===== src/rtl/fib_sequencer.sv =====
`default_nettype none
// ============================================================================
// Module      : fib_sequencer
// Description : Moore controller that drives a 4-entry register file and
//               adder to compute F(n) mod 2^REGF_WIDTH with overflow flag.
// Revision    : 1.0 - initial release
// ============================================================================
module fib_sequencer #(
   parameter int REGF_WIDTH = 16,
   parameter int CNT_WIDTH  = 8
) (
   input  logic                  clk,
   input  logic                  reset,
   input  logic                  start,
   input  logic [CNT_WIDTH-1:0]  n,
   input  logic [REGF_WIDTH-1:0] reg1,
   input  logic [REGF_WIDTH-1:0] reg2,
   output logic [1:0]            write,
   output logic [1:0]            read1,
   output logic [1:0]            read2,
   output logic [REGF_WIDTH-1:0] data_out,
   output logic                  busy,
   output logic                  done,
   output logic [REGF_WIDTH-1:0] result,
   output logic                  overflow
);

   localparam logic [2:0] c_IDLE   = 3'd0;
   localparam logic [2:0] c_INIT0  = 3'd1;
   localparam logic [2:0] c_INIT1  = 3'd2;
   localparam logic [2:0] c_ADD    = 3'd3;
   localparam logic [2:0] c_MOV1   = 3'd4;
   localparam logic [2:0] c_MOV2   = 3'd5;
   localparam logic [2:0] c_FINISH = 3'd6;

   localparam logic [CNT_WIDTH-1:0]  c_CNT_ZERO = '0;
   localparam logic [CNT_WIDTH-1:0]  c_CNT_ONE  = CNT_WIDTH'(1);
   localparam logic [REGF_WIDTH-1:0] c_DATA_ONE = REGF_WIDTH'(1);

   logic [2:0]            r_state;
   logic [2:0]            w_next;
   logic [CNT_WIDTH-1:0]  r_cnt;
   logic                  r_ovf_acc;
   logic [REGF_WIDTH-1:0] r_result;
   logic                  r_overflow;
   logic                  r_done;
   logic [REGF_WIDTH:0]   w_sum;

   assign w_sum    = {1'b0, reg1} + {1'b0, reg2};
   assign busy     = (r_state != c_IDLE);
   assign done     = r_done;
   assign result   = r_result;
   assign overflow = r_overflow;

   always_comb begin
      w_next   = r_state;
      write    = 2'b00;
      read1    = 2'b00;
      read2    = 2'b00;
      data_out = '0;
      case (r_state)
         c_IDLE: begin
            if (start) w_next = c_INIT0;
         end
         c_INIT0: begin
            write  = 2'b01;
            w_next = c_INIT1;
         end
         c_INIT1: begin
            write    = 2'b10;
            data_out = c_DATA_ONE;
            w_next   = (r_cnt == c_CNT_ZERO) ? c_FINISH : c_ADD;
         end
         c_ADD: begin
            read1    = 2'b01;
            read2    = 2'b10;
            write    = 2'b11;
            data_out = w_sum[REGF_WIDTH-1:0];
            w_next   = c_MOV1;
         end
         c_MOV1: begin
            read1    = 2'b10;
            write    = 2'b01;
            data_out = reg1;
            w_next   = c_MOV2;
         end
         c_MOV2: begin
            read1    = 2'b11;
            write    = 2'b10;
            data_out = reg1;
            w_next   = (r_cnt == c_CNT_ONE) ? c_FINISH : c_ADD;
         end
         c_FINISH: begin
            read1  = 2'b01;
            w_next = c_IDLE;
         end
         default: w_next = c_IDLE;
      endcase
   end

   always_ff @(posedge clk or negedge reset) begin
      if (!reset) begin
         r_state    <= c_IDLE;
         r_cnt      <= '0;
         r_ovf_acc  <= 1'b0;
         r_result   <= '0;
         r_overflow <= 1'b0;
         r_done     <= 1'b0;
      end else begin
         r_state <= w_next;
         r_done  <= 1'b0;
         case (r_state)
            c_IDLE: begin
               if (start) begin
                  r_cnt     <= n;
                  r_ovf_acc <= 1'b0;
               end
            end
            // Carry on the final iteration belongs to F(n+1), so it is ignored.
            c_ADD: begin
               if (w_sum[REGF_WIDTH] && (r_cnt > c_CNT_ONE)) r_ovf_acc <= 1'b1;
            end
            c_MOV2: r_cnt <= r_cnt - c_CNT_ONE;
            c_FINISH: begin
               r_result   <= reg1;
               r_overflow <= r_ovf_acc;
               r_done     <= 1'b1;
            end
            default: ;
         endcase
      end
   end

endmodule
`default_nettype wire


===== config.mk =====
export PLATFORM = sky130hd
export DESIGN_NAME = fib_sequencer
export DESIGN_NICKNAME = d
export VERILOG_FILES = /design/src/rtl/fib_sequencer.sv
export SDC_FILE = /design/constraint.sdc
export NUM_CORES = 1
export LEC_CHECK = 0
export ABC_AREA = 1
export CAP_MARGIN = 40
export CORE_ASPECT_RATIO = 1.5
export CORE_MARGIN = 3
export CORE_UTILIZATION = 40
export DETAILED_ROUTE_END_ITERATION = 7
export HOLD_SLACK_MARGIN = 0.03
export PLACE_DENSITY = 0.7
export SKIP_LAST_GASP = 1
export SLEW_MARGIN = 15
export SYNTH_ARGS = -nofsm -noshare
export SYNTH_HDL_FRONTEND = slang
export SYNTH_SLANG_ARGS = --single-unit

===== constraint.sdc =====
create_clock -name clk -period 2.7 [get_ports clk]
set_input_delay 0.27 -clock clk [delete_from_list [all_inputs] [get_ports clk]]
set_output_delay 0.27 -clock clk [all_outputs]
set_load 0.02 [all_outputs]

### Word level (Yosys, flattened, before mapping)

Cells that the tools add are included.

* register bits after elaboration: 30
* bits of input ports: 43
* output and inout bits: 41
* logic and storage cells: 44

* add/subtract/negate cells: 2
* magnitude comparators: 1
* equal/unequal tests: 9
* mux-type cells: 14
* reduce and logical (&&, ||, !) cells: 12

Operators by type and width (number)
* 16-bit one-hot mux with 3 select lines: 1
* 3-bit one-hot mux with 6 select lines: 1
* 16-bit by 16-bit adder with 17-bit output: 1
* 8-bit one-hot mux with 2 select lines: 1
* 2-bit one-hot mux with 3 select lines: 2
* 3-bit equality test, second input constant: 3
* 3-bit two-way mux: 3
* 8-bit by 1-bit equality test with 1-bit output, second input constant: 1
* 8-bit by 1-bit > comparator with 1-bit output, second input constant: 1
* 8-bit zero test: 1
* 8-bit two-way mux: 1
* 2-bit OR reduction: 4
* 8-bit by 1-bit subtractor with 8-bit output, second input constant: 1
* 3-bit by 2-bit equality test with 1-bit output, second input constant: 2
* 2-bit != test, second input constant: 2
* 2-bit nonzero test: 2
* 3-bit by 1-bit equality test with 1-bit output, second input constant: 1
* 3-bit zero test: 1
* 1-bit two-way mux: 3
* 3-bit AND reduction: 1
* 3-bit nonzero test: 1
* 2-bit two-way mux: 1
* 1-bit one-hot mux with 2 select lines: 1
* 2-bit AND reduction: 1
* 1-bit logical AND: 1

### Depth between registers and ports, before layout

Gate-level depths: netlist (run 1).

* word-level depth: 4
* gate-level depth with buffers: 15
* depth with buffers taken out: 15

### Least setup slack after synthesis (run 1)

Ideal clock, no wire load.

* path type: input to output
* start point: input reg1[0]
* end point: output data_out[12]
* arrival time: 1712 ps
* data required time: 2430 ps
* slack: 718 ps
* stages: 12
* buffers on the path: 0
* cells stage by stage: ha_1 inv_1 fa_1 inv_1 nand2_1 nand2_1 nand3_1 nand2_1 nand2_1 nand3_1 nand3_1 a21oi_1

* longest elaborated chain between the ends: 2

Ends and longest elaborated chain
* start, declared: RTL line 16 `input logic [REGF_WIDTH-1:0] reg1,`
* 16-bit by 16-bit adder with 17-bit output: RTL line 49 `assign w_sum = {1'b0, reg1} + {1'b0, reg2};`
* 16-bit one-hot mux with 3 select lines: RTL line 61 `case (r_state)`
* end, declared: RTL line 21 `output logic [REGF_WIDTH-1:0] data_out,`

No other way between the ends.

### Worst setup path in the final report (run 1)

Same ends and word-level chain as after synthesis.

==> results.md, run 1 <==
- Met1 Resource Use GR: 0.246
- Min Clock Period, post-route: 2.61 ns
- Diodes inserted: 0
- First-iteration detailed-routing DRC count: 104
- Worst-case clock buffer depth: 2
- RSZ-0062 raised after global routing: yes
- Wire length per cell: 13.0 um
- Arrival time worst endpoint: 2.34 ns
- First-pass GRT wire length: 13300 um
- Synth top area cells: dfrtp_1 28%, nand2_1 24%, ha_1 9.7%, inv_1 8.1%, nand3_1 5.7%
- Crit Path Class: input pin to primary output
- Nets: 609
- Post-Synth XOR/XNOR Area: 0.00644
- Met2 Use GR: 0.397
- Area fraction in compound gates after synthesis: 0.108
- Worst vdd ir: 0.000331 V
- Count leader, synth: nand2_1
- Worst Skew: 0.0108 ns
- Initial antenna violation count: 0
- Placed instance area: 3810 um^2
- Flops & latches, synth: 30
- Rel. slew slack: 0.560
- Met3 GRT Util: 0.0225
- Final period util: 0.965
- Cts bufs inserted: 5
- Hold buffers post-CTS: 0
- Core Footprint: 6530 um^2
- Synth top area share: 0.276
- Cells after Synth: 433
- Via density: 4.94
- Number of flops mapped to enable cells by yosys: 0
- CP endpoint kind: primary output
- Design area: 3900 um^2
- Simple-gate share of the synthesized area: 0.393
- Clk network pwr share: 0.136
- Switching power: 1.50 mW
- Worst-path clk slew: 0.06 ns
- Syn Nets: 498
- Power per Cell Area: 836 nW/um^2
- Vias in the first global route: 3075
- Area Overhead vs Synth: 43.3%
- Worst-Margin Slew: 0.661 ns
- Sequential cell area fraction in the yosys report: 0.276
- GRT Overall Usage: 0.213
- Synthesized area: 2720 um^2
- DRC errors left: 0
- Layout cells sized above 1: 0.117
- CTS tree: done
- Cell Int Power: 1.76 mW
- Ys flop type: dfrtp_1
- Largest net degree at the start of global routing: 31
- Top cells by count, synth: 176 x nand2_1, 59 x inv_1, 31 x nand3_1
- Async SR Flop Fraction: 1.00
- GRT overflow: 0
- YS warnings: 0
- Detailed-route via count: 3069
- Yosys top cell by area: dfrtp_1
- Worst-path maximum fanout: 4
- Die Area: 7850 um^2
- Die span in x: 73.3 um
- Kind of start point of the critical path: input pin
- CTS root buf: clkbuf_8
- RD Place Congestion: 0.947
- Switching portion of total power: 0.459
- WP data required: 2.43 ns
- Post-synthesis mux area share: 0
- Unique cell type count in the Yosys netlist: 36
- First-pass DRT Iterations: 4
- Final setup fails: 0
- Synth Area in Adders: 0.104
- GRT busiest layer: met2
- Die H: 107 um
- Final wirelength: 8090 um
- Max Slew Vio Count: 0
- # rows: 36
- Initial Util: 0.417
- Final hold vios: 0
- Post-DP HPWL: 6540 um
- Number of placed I/O pins: 84
- Worst skew pair latency: 0.28 ns
- Max-Cap Viols: 0
- Buffers on Ports: 82
- CTS Sinks: 30
- Hold Path Class: input pin to async pin
- DRT antenna net count: 0
- Filler Cells Inserted: 643
- Logic pwr share: 0.610
- Peak Freq: 384 MHz
- Syn Area/Cell: 6.28 um^2
- Leakage: 2.05 nW
- H-tree depth: 2
- Setup TNS: 0 ns
- Outcome: complete, no violations
- Largest family of logic cells by synthesized area: simple AND/OR/NAND/NOR gates
- Sequential share of power: 0.254
-- metrics by stage --
stage / utilization / power, mW / hold slack [ns] / worst slack, ns / instances
global route: 0.597 / 3.53 / 0.409 / -0.0871 / 621
floorplan: - / 1.99 / -0.0256 / 0.718 / 433
detailed placement: 0.583 / 2.87 / 0.464 / -0.426 / 612
CTS: 0.597 / 3.28 / 0.379 / -0.145 / 620
finish: 0.597 / 3.26 / 0.371 / 0.0945 / 621
global placement: 0.583 / 2.83 / 0.458 / -0.378 / 612
-- cell usage in the layout, fill, tap and decap left out, types with 2 or more instances in the layout --
master             n
and2_1             2
o211ai_1           3
buf_4             32
or2_1              3
nor3_1             4
nor2_1            19
nand3b_1           2
nand2_4            2
nor2_4             4
clkdlybuf4s15_1    2
nand2_1          175
clkbuf_2           5
o21ai_1            3
xor2_1             2
clkbuf_1           2
dfrtp_1           30
dlygate4sd2_1      4
clkdlybuf4s50_1   68
ha_1              20
inv_2              7
nand3_1           30
o21ai_0           14
a21oi_1           27
inv_1             59
clkbuf_8           5
-- layer usage --
| layer | part of all wire | wire length (um) |
|---|---|---|
| met1 | 0.40 | 3220 |
| met2 | 0.54 | 4360 |
| met3 | 0.045 | 363 |
| met4 | 0.018 | 149 |
| met5 | 0 | 0 |
-- cell families after synthesis --
kind of cell / count (synthesis)
adder cells (fa/ha/maj): 22
buffers and inverters: 75
other: 1
AND/OR/NAND/NOR: 249
AO/OA/AOI/OAI: 54
flip-flops: 30
XOR/XNOR: 2
-- registers in the layout, summed over array words and instances, names as in the netlist --
| signal | count |
|---|---|
| result | 16 |
| r_cnt | 8 |
| r_state | 3 |
| done | 1 |
| overflow | 1 |
| r_ovf_acc | 1 |
-- final timing paths --
| path | to | slack, ns | depth (start not counted) | from |
|---|---|---|---|---|
| setup / recovery | data_out[12] | 0.09 | 14 | reg1[0] |
| hold / removal | overflow$_DFFE_PN0P_ | 0.37 | 2 | reset |
| setup reg to reg | r_cnt[4]$_DFFE_PN0P_ | 1.10 | 7 | r_state[2]$_DFFE_PN0P_ |
| hold reg to reg | result[2]$_DFFE_PN0P_ | 0.47 | 2 | result[2]$_DFFE_PN0P_ |
| max in group asynchronous | done$_DFF_PN0_ | 2.05 | 2 | reset |
| min in group clk | result[2]$_DFFE_PN0P_ | 0.47 | 2 | result[2]$_DFFE_PN0P_ |
-- power by group through the flow --
stage / sequential [mW] / clock (mW) / combinational, mW
finish: 0.829 / 0.443 / 1.99
global route: 0.854 / 0.468 / 2.20
CTS: 0.830 / 0.451 / 2.00
detailed placement: 0.837 / 0 / 2.03
global placement: 0.832 / 0 / 1.99
floorplan: 0.957 / 0 / 1.04
-- area by class of cell --
type	count	area [um^2]	area share
clock buffers	7	76.3	0.0196
multi-input cells	328	1680	0.431
inverters	66	248	0.0635
flip-flops and latches	30	751	0.193
well taps	76	95.1	0.0244
clock inverters	1	30.0	0.00770
repair buffers	113	1020	0.261
-- worst max-delay path: stages --
cell and delay, ns:
clkdlybuf4s50_1 0.48, ha_2 0.19, inv_1 0.05, fa_1 0.35
inv_1 0.09, nand2_1 0.07, nand2_1 0.09, nand3_2 0.07
nand2_2 0.08, nand2_1 0.07, nand3_1 0.07, nand3_1 0.11
a21oi_2 0.17, buf_4 0.16
-- timing repair --
| action | CTS | global route |
|---|---|---|
| hold endpoints to repair | 0 | 0 |
| pin swaps | 0 | 2 |
| cloned | 0 | 0 |
| setup buffers | 0 | 1 |
| endpoints found under the setup margin | 13 | 10 |
| gates resized for setup | 13 | 24 |
Power figures use the tool's default switching activity.
==> run 2: changes to the inputs <==
--- a/config.mk
+++ b/config.mk
@@ -9,10 +9,10 @@
 export CAP_MARGIN = 40
 export CORE_ASPECT_RATIO = 1.5
 export CORE_MARGIN = 3
-export CORE_UTILIZATION = 40
+export CORE_UTILIZATION = 50
 export DETAILED_ROUTE_END_ITERATION = 7
 export HOLD_SLACK_MARGIN = 0.03
-export PLACE_DENSITY = 0.7
+export PLACE_DENSITY = 0.85
 export SKIP_LAST_GASP = 1
 export SLEW_MARGIN = 15
 export SYNTH_ARGS = -nofsm -noshare
==> run 2 against run 1 <==
  * Register-to-register slack lost 0.03 ns
  * Sequential share of layout area up 0.13 points
  * First-iteration DRC count is 62% higher
  * Cell count is 0.97% lower
  * Clock skew down 0.0054 ns
  * Combinational power hardly changed
  * Maximum frequency down 1.6%
  * Flip-flop and latch count stayed put
  * Critical path depth did not move
  * Largest cell class unchanged
  * Highest routed layer unchanged
==> results.md, run 2 (synthesis gave the netlist of run 1 again) <==
- Layout cells sized above 1: 0.119
- Worst Setup SP: reg1[0]
- FF-to-FF End: r_cnt[5]$_DFFE_PN0P_
- CTS root buf: clkbuf_8
- Die Area: 6380 um^2
- GRT overflow: 0
- Top delay family on crit path: buffers and inverters
- Crit-path cells: clkdlybuf4s50_1, ha_1, inv_1, fa_1, inv_1, nand2_1, nand2_1, nand3_1, nand2_1, nand2_1, nand3_1, nand3_1, a21oi_1, clkbuf_2
- Area Overhead vs Synth: 42.3%
- Worst-Margin Slew: 0.611 ns
- # rows: 32
- Rel. slew slack: 0.593
- Worst-path maximum fanout: 4
- Crit-path max cell delay: 0.49 ns
- Initial antenna violation count: 0
- Filler Cells Inserted: 425
- Outcome: complete, no violations
- Largest net degree at the start of global routing: 31
- Most frequent CP cell: nand2_1
- Die H: 96.4 um
- Slowest cell on crit path: clkdlybuf4s50_1
- WP buf/inv: 4
- DRC errors left: 0
- Worst-case clock buffer depth: 2
- Reg2reg start: r_state[2]$_DFFE_PN0P_
- Wire length per cell: 12.8 um
- DRT antenna net count: 0
- Worst skew pair latency: 0.27 ns
- Cts bufs inserted: 5
- Core Footprint: 5200 um^2
- Final wirelength: 7870 um
- Max Slew Vio Count: 0
- H-tree depth: 2
- Min Clock Period, post-route: 2.65 ns
- Post-layout util: 0.744
- Via density: 5.04
- CTS Sinks: 30
- Vias in the first global route: 3006
- R2R cell count: 7
- Initial Util: 0.523
- Arrival time worst endpoint: 2.38 ns
- First-pass DRT Iterations: 4
- Final hold vios: 0
- Hold Slack: 0.373 ns
- First-pass GRT wire length: 12900 um
- Hold Path Class: input pin to async pin
- Worst-path clk slew: 0.06 ns
- Final setup fails: 0
- Kind of start point of the critical path: input pin
- Post-DP HPWL: 6450 um
- Peak Freq: 378 MHz
- Die span in x: 66.2 um
- Final period util: 0.981
- Commonest non-fill, non-tap cells in the layout: 176 x nand2_1, 68 x clkdlybuf4s50_1, 59 x inv_1
- Detailed-route via count: 3100
- Overall Power: 3.16 mW
- Leakage: 2.07 nW
- Worst Skew: 0.00539 ns
- RSZ-0062 raised after global routing: yes
- Number of placed I/O pins: 84
- RD Place Congestion: 0.919
- CP endpoint kind: primary output
- Power per Cell Area: 816 nW/um^2
- First-iteration detailed-routing DRC count: 168
- Worst vdd ir: 0.000319 V
- Max reg flops: 16
- Diodes inserted: 0
- Crit Path Class: input pin to primary output
- CTS tree: done
- Postcts setup bufs: 0
- Nets: 613
- Buffers on Ports: 82
- Max-Cap Viols: 0
- Flop2flop setup slack: 1.07 ns
- GRT Overall Usage: 0.256
- WP data required: 2.43 ns
- Commonest non-fill, non-tap cell in the layout: nand2_1
==> run 2: cell types whose count changed in the layout (fill, tap and decap cells not counted), sizes merged <==
cell / previous run / this run
bufinv: 1 / 0
dlygate4sd2: 4 / 5
clkbuf: 12 / 14
clkdlybuf4s15: 2 / 0
buf: 33 / 35
==> run 2: stage by stage <==
| step | cell area, um^2 | worst slack (ns) | setup TNS [ns] | cells |
|---|---|---|---|---|
| floorplan | 2720 | 0.718 | 0 | 433 |
| global placement | 3830 | -0.349 | -1.91 | 609 |
| detailed placement | 3830 | -0.367 | -2.30 | 609 |
| CTS | 3900 | -0.0919 | -0.0919 | 615 |
| global route | 3870 | -0.0898 | -0.0898 | 615 |
| finish | 3870 | 0.0516 | 0 | 615 |
==> run 2: worst max path at each step <==
stage / endpoint / cells after the start
final: data_out[12] / 14
after CTS: data_out[12] / 14
after global placement: data_out[12] / 14
after global routing: data_out[12] / 14
after detailed placement: data_out[12] / 14
after floorplan: data_out[12] / 12
==> run 2: cell type report <==
cell class / count / area [um^2] / share of cell area
Clock buffer: 6 / 82.6 / 0.0213
Inverter: 66 / 248 / 0.0640
Multi-Input combinational cell: 328 / 1670 / 0.430
Sequential cell: 30 / 751 / 0.194
Tap cell: 68 / 85.1 / 0.0220
Timing Repair Buffer: 117 / 1040 / 0.268
==> run 2: report_power, final <==
part	total (mW)	leakage, nW	internal [mW]	switching (mW)
registers	0.834	0.368	0.666	0.168
clock network	0.344	0.0431	0.196	0.148
logic	1.98	1.66	0.821	1.16
==> run 2: timing repair <==
item | CTS | global route
gates resized for setup | 13 | 17
hold buffers | 0 | 0
endpoints found under the setup margin | 13 | 9
gates cloned | 0 | 0
==> run 2: worst register-to-register path, cell delays in order, from the launching register on <==
cell,delay [ns]
dfrtp_1,0.58
inv_2,0.13
nor2_4,0.26
inv_2,0.14
nand2_4,0.14
inv_1,0.10
nand2_1,0.07
nand3_1,0.08
==> run 2: routing by layer <==
metal,GRT usage,vias to the layer above,routed length (um)
li1,-,1588,-
met1,0.283,1408,3040
met2,0.499,92,4340
met3,0.0199,12,315
met4,0.0864,0,172
met5,0,-,0
==> run 3: changes to the inputs <==
--- a/config.mk
+++ b/config.mk
@@ -7,12 +7,12 @@
 export LEC_CHECK = 0
 export ABC_AREA = 1
 export CAP_MARGIN = 40
-export CORE_ASPECT_RATIO = 1.5
+export CORE_ASPECT_RATIO = 0.7
 export CORE_MARGIN = 3
-export CORE_UTILIZATION = 50
+export CORE_UTILIZATION = 48
 export DETAILED_ROUTE_END_ITERATION = 7
 export HOLD_SLACK_MARGIN = 0.03
-export PLACE_DENSITY = 0.85
+export PLACE_DENSITY = 0.82
 export SKIP_LAST_GASP = 1
 export SLEW_MARGIN = 15
 export SYNTH_ARGS = -nofsm -noshare
==> constraint.sdc (replaced) <==
create_clock -name clk -period 2.8 [get_ports clk]
set_input_delay 0.28 -clock clk [delete_from_list [all_inputs] [get_ports clk]]
set_output_delay 0.28 -clock clk [all_outputs]
set_load 0.02 [all_outputs]
==> run 3 against run 2 <==
  * Sequential power shrank 3.7%
  * Sequential share of layout area is 0.088 points higher
  * First-iteration DRC count is 31% higher
  * Via count up 3.0%
  * Total power shrank 2.0%
  * Global-route usage rose by 1.6 points
  * Non-clock buffer count decreased by 7
  * Hold slack improved by 0.0038 ns
  * Final area decreased by 0.45%
  * Die area increased by 3.8%
  * Clock power increased by 8.7%
  * Combinational power is 3% lower
  * Critical path type unchanged
  * Largest cell class unchanged
==> results.md, run 3 (synthesis gave the netlist of run 1 again) <==
- Outcome: complete, no violations
- CTS Sinks: 30
- RD Place Congestion: 0.956
- Worst-case clock buffer depth: 2
- DRC errors left: 0
- Number of placed I/O pins: 84
- First-iteration detailed-routing DRC count: 220
- Postcts setup bufs: 0
- GRT Overall Usage: 0.272
- Commonest non-fill, non-tap cells in the layout: 176 x nand2_1, 68 x clkdlybuf4s50_1, 59 x inv_1
- Kind of start point of the critical path: input pin
- Flop2flop setup slack: 1.15 ns
- Hold Slack: 0.377 ns
- Die span in x: 96.0 um
- Final hold vios: 0
- Reg2reg start: r_state[2]$_DFFE_PN0P_
- Overall Power: 3.10 mW
- Buffers on Ports: 82
- Crit-path max cell delay: 0.48 ns
- Diodes inserted: 0
- CTS root buf: clkbuf_8
- R2R cell count: 7
- Initial Util: 0.507
- Wire length per cell: 13.5 um
- Max reg flops: 16
- First-pass DRT Iterations: 5
- FF-to-FF End: r_cnt[5]$_DFFE_PN0P_
- Max Slew Vio Count: 0
- Multi-input logic area: 1670 um^2
- Cts bufs inserted: 5
- Layout cells sized above 1: 0.105
- WP buf/inv: 4
- Design area: 3850 um^2
- First-pass GRT wire length: 13900 um
- Leakage: 2.05 nW
- Min Clock Period, post-route: 2.67 ns
- Worst Skew: 0.0117 ns
- Detailed-route via count: 3193
- Hold Path Class: input pin to async pin
- RSZ-0062 raised after global routing: yes
- Commonest non-fill, non-tap cell in the layout: nand2_1
- Initial antenna violation count: 0
- Worst skew pair latency: 0.29 ns
- Power per Cell Area: 804 nW/um^2
- Max-Cap Viols: 0
- Final setup fails: 0
- WP data required: 2.52 ns
- Worst-path maximum fanout: 3
- Final wirelength: 8280 um
- CP endpoint kind: primary output
- Core Footprint: 5370 um^2
- GRT overflow: 0
- DRT antenna net count: 0
- Area Overhead vs Synth: 41.7%
- Crit Path Class: input pin to primary output
- Die H: 69.0 um
- # rows: 22
- Slowest cell on crit path: clkdlybuf4s50_1
- Rel. slew slack: 0.616
- Filler Cells Inserted: 482
- Final period util: 0.954
- Top delay family on crit path: buffers and inverters
- Worst-Margin Slew: 0.576 ns
- Register area: 751 um^2
- Peak Freq: 374 MHz
- Post-DP HPWL: 6610 um
- Setup TNS: 0 ns
- CTS tree: done
- Placed instance area: 3790 um^2
- Crit-path cells: clkdlybuf4s50_1, ha_1, inv_1, fa_1, inv_1, nand2_1, nand2_1, and2_1, or2_0, nand3_1, a21oi_1, clkdlybuf4s15_1
- Post-layout util: 0.718
- Vias in the first global route: 3015
- Arrival time worst endpoint: 2.39 ns
- Worst vdd ir: 0.000603 V
- Worst-path clk slew: 0.06 ns
- H-tree depth: 2
- Die Area: 6620 um^2
- Nets: 606
- Via density: 5.20
- Largest net degree at the start of global routing: 31
## run 3: report_power, final
group / switching (mW) / leakage (nW) / internal (mW)
registers: 0.162 / 0.368 / 0.641
logic: 1.14 / 1.64 / 0.783
clock network: 0.177 / 0.0472 / 0.197
total: 1.48 / 2.05 / 1.62
## run 3: routing by layer
metal / wire length [um] / track usage / part of all wire / vias to the layer above
li1: - / - / - / 1572
met1: 3830 / 0.382 / 0.46 / 1468
met2: 3610 / 0.434 / 0.44 / 142
met3: 741 / 0.0521 / 0.089 / 11
met4: 105 / 0.0621 / 0.013 / 0
met5: 0 / 0 / 0 / -
## run 3: metrics by stage
stage	setup WS, ns	instances
after detailed placement	-0.260	606
after global routing	-0.0242	614
after CTS	0.0230	614
final	0.128	614
after floorplan	0.798	433
after global placement	-0.234	606
## run 3: final cells by class
cell class	count	share of cell area
clock buffer	6	0.0214
clock inverter	2	0.00325
inverter	66	0.0643
multi-input combinational	328	0.432
sequential	30	0.195
tap	72	0.0234
timing repair buffer	110	0.261
## run 3: timing repair
item | in CTS | in global routing
hold buffers | 0 | 0
endpoints found under the setup margin | 12 | 9
resized for setup | 12 | 14
## run 3: worst max path at each step
stage / start / end / slack, ns / cells past startpoint
floorplan: reg1[0] / data_out[12] / 0.80 / 12
global placement: reg1[0] / data_out[12] / -0.23 / 14
detailed placement: reg1[0] / data_out[12] / -0.26 / 14
CTS: reg1[0] / data_out[12] / 0.02 / 14
global route: reg1[0] / data_out[12] / -0.02 / 14
finish: reg1[0] / data_out[4] / 0.13 / 12
## run 3: worst reg2reg max path, delay by kind of cell, from the launching register on
family | cells | cell delay, ns
flip-flops | 1 | 0.57
AND/OR/NAND/NOR | 4 | 0.55
buffers and inverters | 3 | 0.40
